File: src/rtl/nes_pkg.sv
// Shared NES controller definitions: FSM states, button bit positions and frame length.
// Used by both the responder (device side) and the Pong controller reader.
package nes_pkg;

   localparam int NES_BITS  = 8;

   localparam int BTN_A      = 0;
   localparam int BTN_B      = 1;
   localparam int BTN_SELECT = 2;
   localparam int BTN_START  = 3;
   localparam int BTN_UP     = 4;
   localparam int BTN_DOWN   = 5;
   localparam int BTN_LEFT   = 6;
   localparam int BTN_RIGHT  = 7;

   typedef enum logic [1:0] {
      IDLE     = 2'd0,
      LATCHED  = 2'd1,
      SHIFTING = 2'd2,
      DONE     = 2'd3
   } nes_state_t;

endpackage

File: src/rtl/nes_controller_responder_if.sv
// Controller-port bundle: console strobes and local buttons in, serial data and debug out.
// Handshake: none; nes_latch/nes_pulse are free-running asynchronous levels, outputs are registered.
interface nes_controller_responder_if;
   import nes_pkg::*;

   logic                nes_latch;
   logic                nes_pulse;
   logic [NES_BITS-1:0] buttons;
   logic                nes_data;
   logic                frame_done;
   logic [3:0]          bit_index;
   nes_state_t          state;

   modport master (
      output nes_latch, nes_pulse, buttons,
      input  nes_data, frame_done, bit_index, state
   );

   modport slave (
      input  nes_latch, nes_pulse, buttons,
      output nes_data, frame_done, bit_index, state
   );

endinterface

File: src/rtl/nes_sync_edge.sv
// Multi-flop synchroniser for one asynchronous strobe, followed by a
// previous-value flop that yields single-cycle rise and fall pulses.
module nes_sync_edge #(
   parameter int SYNC_STAGES = 2
) (
   input  logic clk,
   input  logic reset,
   input  logic din,
   output logic level,
   output logic rise,
   output logic fall
);

   logic [SYNC_STAGES-1:0] sync_q;
   logic                   prev_q;

   always_ff @(posedge clk) begin
      if (reset) begin
         sync_q <= '0;
         prev_q <= 1'b0;
      end else begin
         sync_q <= {sync_q[SYNC_STAGES-2:0], din};
         prev_q <= sync_q[SYNC_STAGES-1];
      end
   end

   assign level = sync_q[SYNC_STAGES-1];
   assign rise  = level & ~prev_q;
   assign fall  = ~level & prev_q;

endmodule

File: src/rtl/nes_controller_responder.sv
// NES controller device side: answers console latch/pulse strobes with the local
// button levels, serialised active-low on nes_data, A first.
module nes_controller_responder
   import nes_pkg::*;
#(
   parameter int SYNC_STAGES    = 2,
   parameter int TIMEOUT_CYCLES = 25175
) (
   input logic                        clk,
   input logic                        reset,
   nes_controller_responder_if.slave  bus
);

   localparam int              TW          = $clog2(TIMEOUT_CYCLES + 1);
   localparam logic [TW-1:0]   TIMEOUT_MAX = TW'(TIMEOUT_CYCLES);

   logic latch_level, latch_rise, latch_fall;
   logic pulse_level, pulse_rise, pulse_fall;
   logic unused_pulse;

   nes_sync_edge #(.SYNC_STAGES(SYNC_STAGES)) u_latch_sync (
      .clk   (clk),
      .reset (reset),
      .din   (bus.nes_latch),
      .level (latch_level),
      .rise  (latch_rise),
      .fall  (latch_fall)
   );

   nes_sync_edge #(.SYNC_STAGES(SYNC_STAGES)) u_pulse_sync (
      .clk   (clk),
      .reset (reset),
      .din   (bus.nes_pulse),
      .level (pulse_level),
      .rise  (pulse_rise),
      .fall  (pulse_fall)
   );

   assign unused_pulse = pulse_level ^ pulse_fall;

   nes_state_t          state_q;
   logic [NES_BITS-1:0] shift_q;
   logic [TW-1:0]       timer_q;
   logic                data_q;
   logic                done_q;
   logic [3:0]          index_q;

   always_ff @(posedge clk) begin
      if (reset) begin
         state_q <= IDLE;
         shift_q <= '0;
         timer_q <= '0;
         data_q  <= 1'b1;
         done_q  <= 1'b0;
         index_q <= 4'd0;
      end else begin
         done_q <= 1'b0;
         // A new latch outranks everything, including a coincident pulse.
         if (latch_rise) begin
            state_q <= LATCHED;
            shift_q <= bus.buttons;
            data_q  <= ~bus.buttons[BTN_A];
            index_q <= 4'd0;
            timer_q <= '0;
         end else if (state_q != IDLE && timer_q == TIMEOUT_MAX) begin
            state_q <= IDLE;
            data_q  <= 1'b1;
            index_q <= 4'd0;
            timer_q <= '0;
         end else begin
            if (state_q == IDLE || pulse_rise)
               timer_q <= '0;
            else if (timer_q != TIMEOUT_MAX)
               timer_q <= timer_q + 1'b1;

            case (state_q)
               IDLE: data_q <= 1'b1;
               LATCHED: begin
                  shift_q <= bus.buttons;
                  data_q  <= ~bus.buttons[BTN_A];
                  index_q <= 4'd0;
                  if (latch_fall)
                     state_q <= SHIFTING;
               end
               SHIFTING: begin
                  if (pulse_rise && !latch_level) begin
                     shift_q <= {1'b0, shift_q[NES_BITS-1:1]};
                     if (index_q == 4'(NES_BITS - 1)) begin
                        data_q  <= 1'b1;
                        done_q  <= 1'b1;
                        index_q <= 4'(NES_BITS);
                        state_q <= DONE;
                     end else begin
                        data_q  <= ~shift_q[1];
                        index_q <= index_q + 4'd1;
                     end
                  end
               end
               DONE: data_q <= 1'b1;
               default: state_q <= IDLE;
            endcase
         end
      end
   end

   assign bus.nes_data   = data_q;
   assign bus.frame_done = done_q;
   assign bus.bit_index  = index_q;
   assign bus.state      = state_q;

endmodule
File: src/flat_wrapper.sv
// flat-port wrapper written by rule: the top's interface ports become plain ports
module nes_controller_responder_flat import nes_pkg::*;
#(
   parameter int SYNC_STAGES    = 2,
   parameter int TIMEOUT_CYCLES = 25175
)
  (clk, reset, bus_nes_latch, bus_nes_pulse, bus_buttons, bus_nes_data, bus_frame_done, bus_bit_index, bus_state);
  nes_controller_responder_if bus_i ();
  input logic clk;
  input logic reset;
  input wire logic [$bits(bus_i.nes_latch)-1:0] bus_nes_latch;
  input wire logic [$bits(bus_i.nes_pulse)-1:0] bus_nes_pulse;
  input wire logic [$bits(bus_i.buttons)-1:0] bus_buttons;
  output wire logic [$bits(bus_i.nes_data)-1:0] bus_nes_data;
  output wire logic [$bits(bus_i.frame_done)-1:0] bus_frame_done;
  output wire logic [$bits(bus_i.bit_index)-1:0] bus_bit_index;
  output wire logic [$bits(bus_i.state)-1:0] bus_state;
  assign bus_i.nes_latch = bus_nes_latch;
  assign bus_i.nes_pulse = bus_nes_pulse;
  assign bus_i.buttons = bus_buttons;
  assign bus_nes_data = bus_i.nes_data;
  assign bus_frame_done = bus_i.frame_done;
  assign bus_bit_index = bus_i.bit_index;
  assign bus_state = bus_i.state;
  nes_controller_responder #(.SYNC_STAGES(SYNC_STAGES), .TIMEOUT_CYCLES(TIMEOUT_CYCLES)) u_core (.clk(clk), .reset(reset), .bus(bus_i));
endmodule
File: config.mk
export PLATFORM = sky130hd
export DESIGN_NAME = nes_controller_responder_flat
export DESIGN_NICKNAME = d
export VERILOG_FILES = /design/src/rtl/nes_pkg.sv /design/src/rtl/nes_controller_responder_if.sv /design/src/rtl/nes_sync_edge.sv /design/src/rtl/nes_controller_responder.sv /design/src/flat_wrapper.sv
export SDC_FILE = /design/constraint.sdc
export NUM_CORES = 1
export LEC_CHECK = 0
export ABC_AREA = 1
export BUFFER_PORTS_ARGS = -buffer_cell sky130_fd_sc_hd__buf_4
export CORE_MARGIN = 1
export CORE_UTILIZATION = 47
export CTS_CLUSTER_DIAMETER = 200
export CTS_CLUSTER_SIZE = 12
export DETAILED_ROUTE_END_ITERATION = 10
export PLACE_DENSITY = 0.68
export SLEW_MARGIN = 20
export SYNTH_ARGS = -nofsm -noshare
export SYNTH_HDL_FRONTEND = slang
export SYNTH_SLANG_ARGS = --single-unit
File: constraint.sdc
create_clock -name clk -period 1.7 [get_ports clk]
set_input_delay 0.255 -clock clk [delete_from_list [all_inputs] [get_ports clk]]
set_output_delay 0.255 -clock clk [all_outputs]
set_load 0.005 [all_outputs]
* Word level (Yosys, flattened, before mapping)
Index checks and enable logic that the tools add are counted.
Operators by class: add/sub/neg operators 2, multipliers 0, div/mod/pow operators 0, magnitude comparators 0, eq/ne operators 14, shift-type cells 0, multiplexer cells 19, bitwise logic cells 10, reductions and logical operators 17
Operators with widths (count):
- $mux W8 | 3
- $pmux W8 S2 | 1
- $add A15 B1 Y15 const B | 1
- $eq A15 B15 Y1 const B | 1
- $ne A15 B15 Y1 const B | 1
- $ne A4 B1 Y1 const B | 3
- $mux W4 | 2
- $ne A2 B1 Y1 const B | 4
- $pmux W4 S2 | 1
- $reduce_and A4 Y1 | 2
- $mux W1 | 7
- $not A1 Y1 | 7
- $mux W2 | 3
- $reduce_or A5 Y1 | 1
- $add A4 B1 Y4 const B | 1
- $eq A2 B2 Y1 const B | 2
- $eq A4 B3 Y1 const B | 1
- $pmux W2 S2 | 1
- $reduce_bool A2 Y1 | 2
- $reduce_bool A4 Y1 | 1
- $reduce_or A4 Y1 | 1
- $and A1 B1 Y1 | 3
- $ne A3 B1 Y1 const B | 1
- $pmux W1 S3 | 1
- 10 further kinds | 11
Storage, ports and cells: bits in registers 37, bits in latches 0, memory bits (writable) 0, memory bits (read-only) 0, input bits 12, logic and storage cells 73, memories kept 0

* Logic depth before layout (Yosys ltp)
word-level depth 7, depth in mapped cells 11

* Modules after synthesis
A second synthesis with hierarchy kept.
Second synthesis, totals: cells, all modules 267, area, all modules 1899.3 um^2
Modules (own cells, without submodules):
- nes_controller_responder | times used 1, cells each 243, area each 1711.6 um^2
- nes_sync_edge | times used 2, cells each 12, area each 93.8 um^2

* Worst setup path after synthesis
Ideal clock, no wire load.
path kind reg2reg, start point register u_core.state_q[0] (netlist: u_core.bus.state[0]), end point register u_core.shift_q[1], arrival 1.419 ns, required time 1.585 ns, slack 0.166 ns, stages on the path, launching flop included 11, path buffers 2, path through dfxtp_1 -> inv_1 -> ha_1 -> buf_2 -> inv_1 -> nor2_1 -> inv_1 -> clkbuf_1 -> o21ai_0 -> a21oi_1 -> nor2_1
Between the ends: word-level cells in the longest chain between the ends 4, elaborated cells on any way between the ends 11, those cells by class eq/ne (4); mux (3); reduce/logical (4)
Ends and longest elaborated chain:
- start: declaration | RTL line nes_controller_responder.sv:41 | nes_state_t state_q;
- start signal: assignment | RTL line nes_controller_responder.sv:50 | state_q <= IDLE;
- start signal: assignment | RTL line nes_controller_responder.sv:60 | state_q <= LATCHED;
- start signal: assignment | RTL line nes_controller_responder.sv:66 | state_q <= IDLE;
- $eq A2 B2 Y1, or another cell as far along | RTL line nes_controller_responder.sv:76 | case (state_q)
- $pmux W8 S2 / $logic_and A1 B1 Y1 (equally long branches) | RTL line nes_controller_responder.sv:76, nes_controller_responder.sv:65
- $mux W8 / $ne A2 B1 Y1 (equally long branches)
- $mux W8 / $reduce_and A3 Y1 (equally long branches)
- end signal: assignment | RTL line nes_controller_responder.sv:61 | shift_q <= bus.buttons;
- end signal: assignment | RTL line nes_controller_responder.sv:79 | shift_q <= bus.buttons;
- end signal: assignment | RTL line nes_controller_responder.sv:87 | shift_q <= {1'b0, shift_q[NES_BITS-1:1]};
- end: declaration | RTL line nes_controller_responder.sv:42 | logic [NES_BITS-1:0] shift_q;
Parallel ways exist; a longest one is shown, timed or not. The select of a mux whose other input is x is not followed. A chain may end at the register's enable or synchronous reset.

* Worst setup path after layout
start point register u_core.state_q[0] (netlist: u_core.bus.state[0]), end point register u_core.index_q[1] (netlist: u_core.bus.bit_index[1])
Between the ends: word-level cells in the longest chain between the ends 3, elaborated cells on any way between the ends 9, those cells by class eq/ne (3); mux (1); reduce/logical (5)
Ends and longest elaborated chain:
- $eq A2 B2 Y1, or another cell as far along | RTL line nes_controller_responder.sv:76
- $ne A2 B1 Y1 (no line), or another cell as far along
- $reduce_and A2 Y1 (no line) / $reduce_or A3 Y1 (equally long branches)
- end signal: assignment | RTL line nes_controller_responder.sv:91 | index_q <= 4'(NES_BITS);
- end signal: assignment | RTL line nes_controller_responder.sv:95 | index_q <= index_q + 4'd1;
- end: declaration | RTL line nes_controller_responder.sv:46 | logic [3:0] index_q;
Parallel ways exist; a longest one is shown, timed or not.

==> key figures <==
Drt
  • # DRC: 0
  • TritonRoute pass-1 iters: 4
  • Post-Route WL: 3.60 mm
  • DRT iter0 DRCs: 62
  • Vias: 1684
  • Via density: 4.94
  • Antenna-violating nets left: 0
  • Drt wl/cell: 10.5 um

Clock tree
  • Later-pin clock latency in the skew report: 0.28 ns
  • Post-CTS repair timing setup buffer count: 0
  • Num CTS Buffers: 5
  • CTS Buffer Depth: 2
  • CTS Sinks: 36
  • CTS resizes: 0
  • Clock transition at path regs: 0.07 ns
  • Root Buffer: clkbuf_8
  • CTS H-tree depth: 2
  • Hold buffers post-CTS: 0
  • TritonCTS clock tree: built

Timing
  • Fin Clk Skew: 0.00665 ns
  • Slew HR: 82.2%
  • Min Tclk post-route: 1.54 ns
  • Setup TNS: 0 ns
  • Pins Over Slew Limit: 0
  • RSZ-0062 raised after global routing: true
  • Worst-Margin Slew: 0.267 ns
  • Max frequency: 0.650 GHz
  • Final Setup Violations: 0
  • Final worst slack: 0.163 ns
  • Fin. Hold Viols: 0
  • Final period util: 90.4%

Synth
  • Simple-Gate Fraction of Synth Area: 35.2%
  • Cells after synthesis: 270
  • Post-Syn Area per Cell: 7.19 um^2
  • Seq/Total Area, Yosys: 37.1%
  • YS warnings: 0
  • Post-Synth XOR/XNOR Area: 4.06%
  • Main combinational cell family by area after synthesis: simple AND/OR/NAND/NOR gates
  • Seq cells post-synth: 36
  • Synth cell types: 31
  • Syn Nets: 289
  • Post-Synth Adder-Cell Area: 4.51%
  • Mux cell area share after synthesis: 0%
  • Post-synthesis compound-gate area fraction: 7.99%
  • Synthesized area: 1940 um^2

Power and ir drop
  • PwrDens: 967 nW/um^2
  • Worst vdd ir: 0.000576 V
  • Leakage power: 0.000938 uW

Cells and area
  • Ant. Diodes: 0
  • Nets: 312
  • Area grow syn2layout: 14.0%
  • Share of cells above drive strength 1: 17.4%

Floorplanning
  • Ports: 20
  • Core area: 3800 um^2
  • Die Wd: 66.3 um
  • Standard-cell rows: 22
  • Initial core utilization: 51.1%
  • Die height: 66.3 um
  • DIE AREA: 4390 um^2

Setup path
  • Crit path max-delay family: simple AND/OR/NAND/NOR gates
  • Crit path cell chain: inv_1 > ha_2 > nand2_1 > nand2_1 > inv_1 > nand3_1 > a21oi_1
  • CP Data Arrival Time: 1.75 ns
  • Worst Setup End Kind: flop
  • Critical Path Start: u_core.bus.state[0]
  • Buf/Inv on CP: 2
  • Critical Path Source Type: flop
  • Critical-path top delay cell: dfxtp_1
  • Max stage delay on crit path: 0.36 ns
  • Worst Path Required: 1.91 ns
  • Critical path class: flop to flop
  • CP max FO: 8
  • R2r startpoint: u_core.bus.state[0]

Job
  • Maxcap violations: 0

Place
  • Detail Placement HPWL: 2.51 mm
  • Placer Congestion: 0.822
  • Buffers on Ports: 19
  • Dpl ws: 0.0800 ns

GRT
  • Vias in the first global route: 1480
  • Largest net degree at the start of global routing: 16
  • M1 GR Usage: 25.3%
  • Grt total ovfl: 0
  • Routing usage on met2: 27.9%
  • Met3 Use GR: 4.14%
  • Global Route Usage Sum: 18.5%
  • GRT busiest layer: met2
  • Initial antenna violation count: 0
  • First-pass GRT wire length: 6.27 mm

Hold path
  • Min-delay src: bus_nes_latch
  • Worst min path class: primary input to flop

Status
  • Status: complete, no violations
-- routing by layer --
layer / wire [um] / up-vias
li1: - / 901
met1: 1880 / 756
met2: 1560 / 22
met3: 109 / 5
met4: 42 / 0
met5: 0 / -
-- stage by stage --
stage | total power [uW] | area [um^2] | hold slack, ns | util (%) | cells
floorplan | 1460 | 1940 | 0.326 | - | 270
global placement | 1560 | 2110 | 0.389 | 55.5 | 333
detailed placement | 1570 | 2110 | 0.395 | 55.5 | 333
CTS | 2140 | 2190 | 0.165 | 57.6 | 340
global route | 2310 | 2210 | 0.173 | 58.3 | 341
finish | 2140 | 2210 | 0.170 | 58.3 | 341
-- path summary, 6_finish.rpt --
check	end	slack, ns	cells past startpoint
max reg2reg	u_core.bus.bit_index[1]	0.16	7
min	u_core.u_latch_sync.sync_q[0]	0.17	3
min reg2reg	u_core.u_latch_sync.sync_q[1]	0.40	2
max	u_core.bus.bit_index[1]	0.16	7
-- layout make-up --
type	count	area (um^2)
Fill cell	377	1580
Multi-Input combinational cell	186	1030
Sequential cell	36	721
Timing Repair Buffer	22	165
Inverter	42	158
Clock buffer	6	72.6
Tap cell	48	60.1
Clock inverter	1	5.00
-- layout by cell type, fill, tap and decap left out --
cell type	synthesis	final
or2_2	1	1
buf_4	0	22
a21boi_0	1	1
dfxtp_1	36	36
ha_1	7	5
nand4_2	1	1
clkbuf_1	1	1
or3_1	1	1
a21oi_1	18	18
nand3_1	24	23
xor2_1	7	7
nand3_2	4	5
nor2_4	2	2
nand4_4	1	1
o21ai_0	10	10
nand2_2	2	2
nor2_2	4	4
or2_0	2	2
nand2_1	50	50
clkbuf_8	1	5
nand3_4	1	2
nor3b_1	1	1
nand4_1	6	6
nor2_1	32	32
o211ai_1	1	1
inv_1	40	39
xnor2_1	2	2
clkinv_2	0	1
nor3_1	7	7
ha_2	0	2
inv_2	2	3
-- registers in the layout (all words and copies together) (netlist names) --
signal,flops
u_core.bus.frame_done,1
u_core.timer_q,15
u_core.u_latch_sync.sync_q,2
u_core.u_pulse_sync.sync_q,2
u_core.bus.state,2
u_core.bus.nes_data,1
u_core.u_latch_sync.prev_q,1
u_core.bus.bit_index,4
u_core.shift_q,7
u_core.u_pulse_sync.prev_q,1
-- worst register-to-register path: stages, from the launching register on --
cell	delay [ns]
dfxtp_1	0.36
inv_1	0.09
ha_2	0.25
nand2_1	0.23
nand2_1	0.20
inv_1	0.14
nand3_1	0.08
a21oi_1	0.13
-- Yosys cell counts, drive strengths merged --
| library cell | n | area share, % |
|---|---|---|
| o211ai | 1 | 0.39 |
| or2 | 3 | 0.97 |
| nor2 | 38 | 8.6 |
| o21ai | 10 | 2.6 |
| a21boi | 1 | 0.39 |
| nand2 | 52 | 10 |
| nor3 | 7 | 1.8 |
| nor3b | 1 | 0.39 |
| buf | 4 | 1.7 |
| a21oi | 18 | 4.6 |
| ha | 7 | 4.5 |
| xor2 | 7 | 3.2 |
| nand3 | 29 | 9.1 |
| inv | 42 | 8.1 |
| clkbuf | 3 | 1.3 |
| or3 | 1 | 0.32 |
| xnor2 | 2 | 0.90 |
| dfxtp | 36 | 37 |
| nand4 | 8 | 3.7 |
-- power breakdown --
part | internal (uW) | switching, uW | leakage [uW]
clock | 278 | 281 | 0.0000410
combinational | 237 | 370 | 0.000603
sequential | 932 | 43.2 | 0.000293
-- cells by family (layout without fill, tap and decap cells) --
group / count (synthesis) / in the layout
AND/OR/NAND/NOR: 139 / 140
buffers and inverters: 49 / 71
AO/OA/AOI/OAI: 30 / 30
XOR/XNOR: 9 / 9
adder cells (fa/ha/maj): 7 / 7
flip-flops: 36 / 36
No activity file was read; power rests on OpenSTA's default activity.
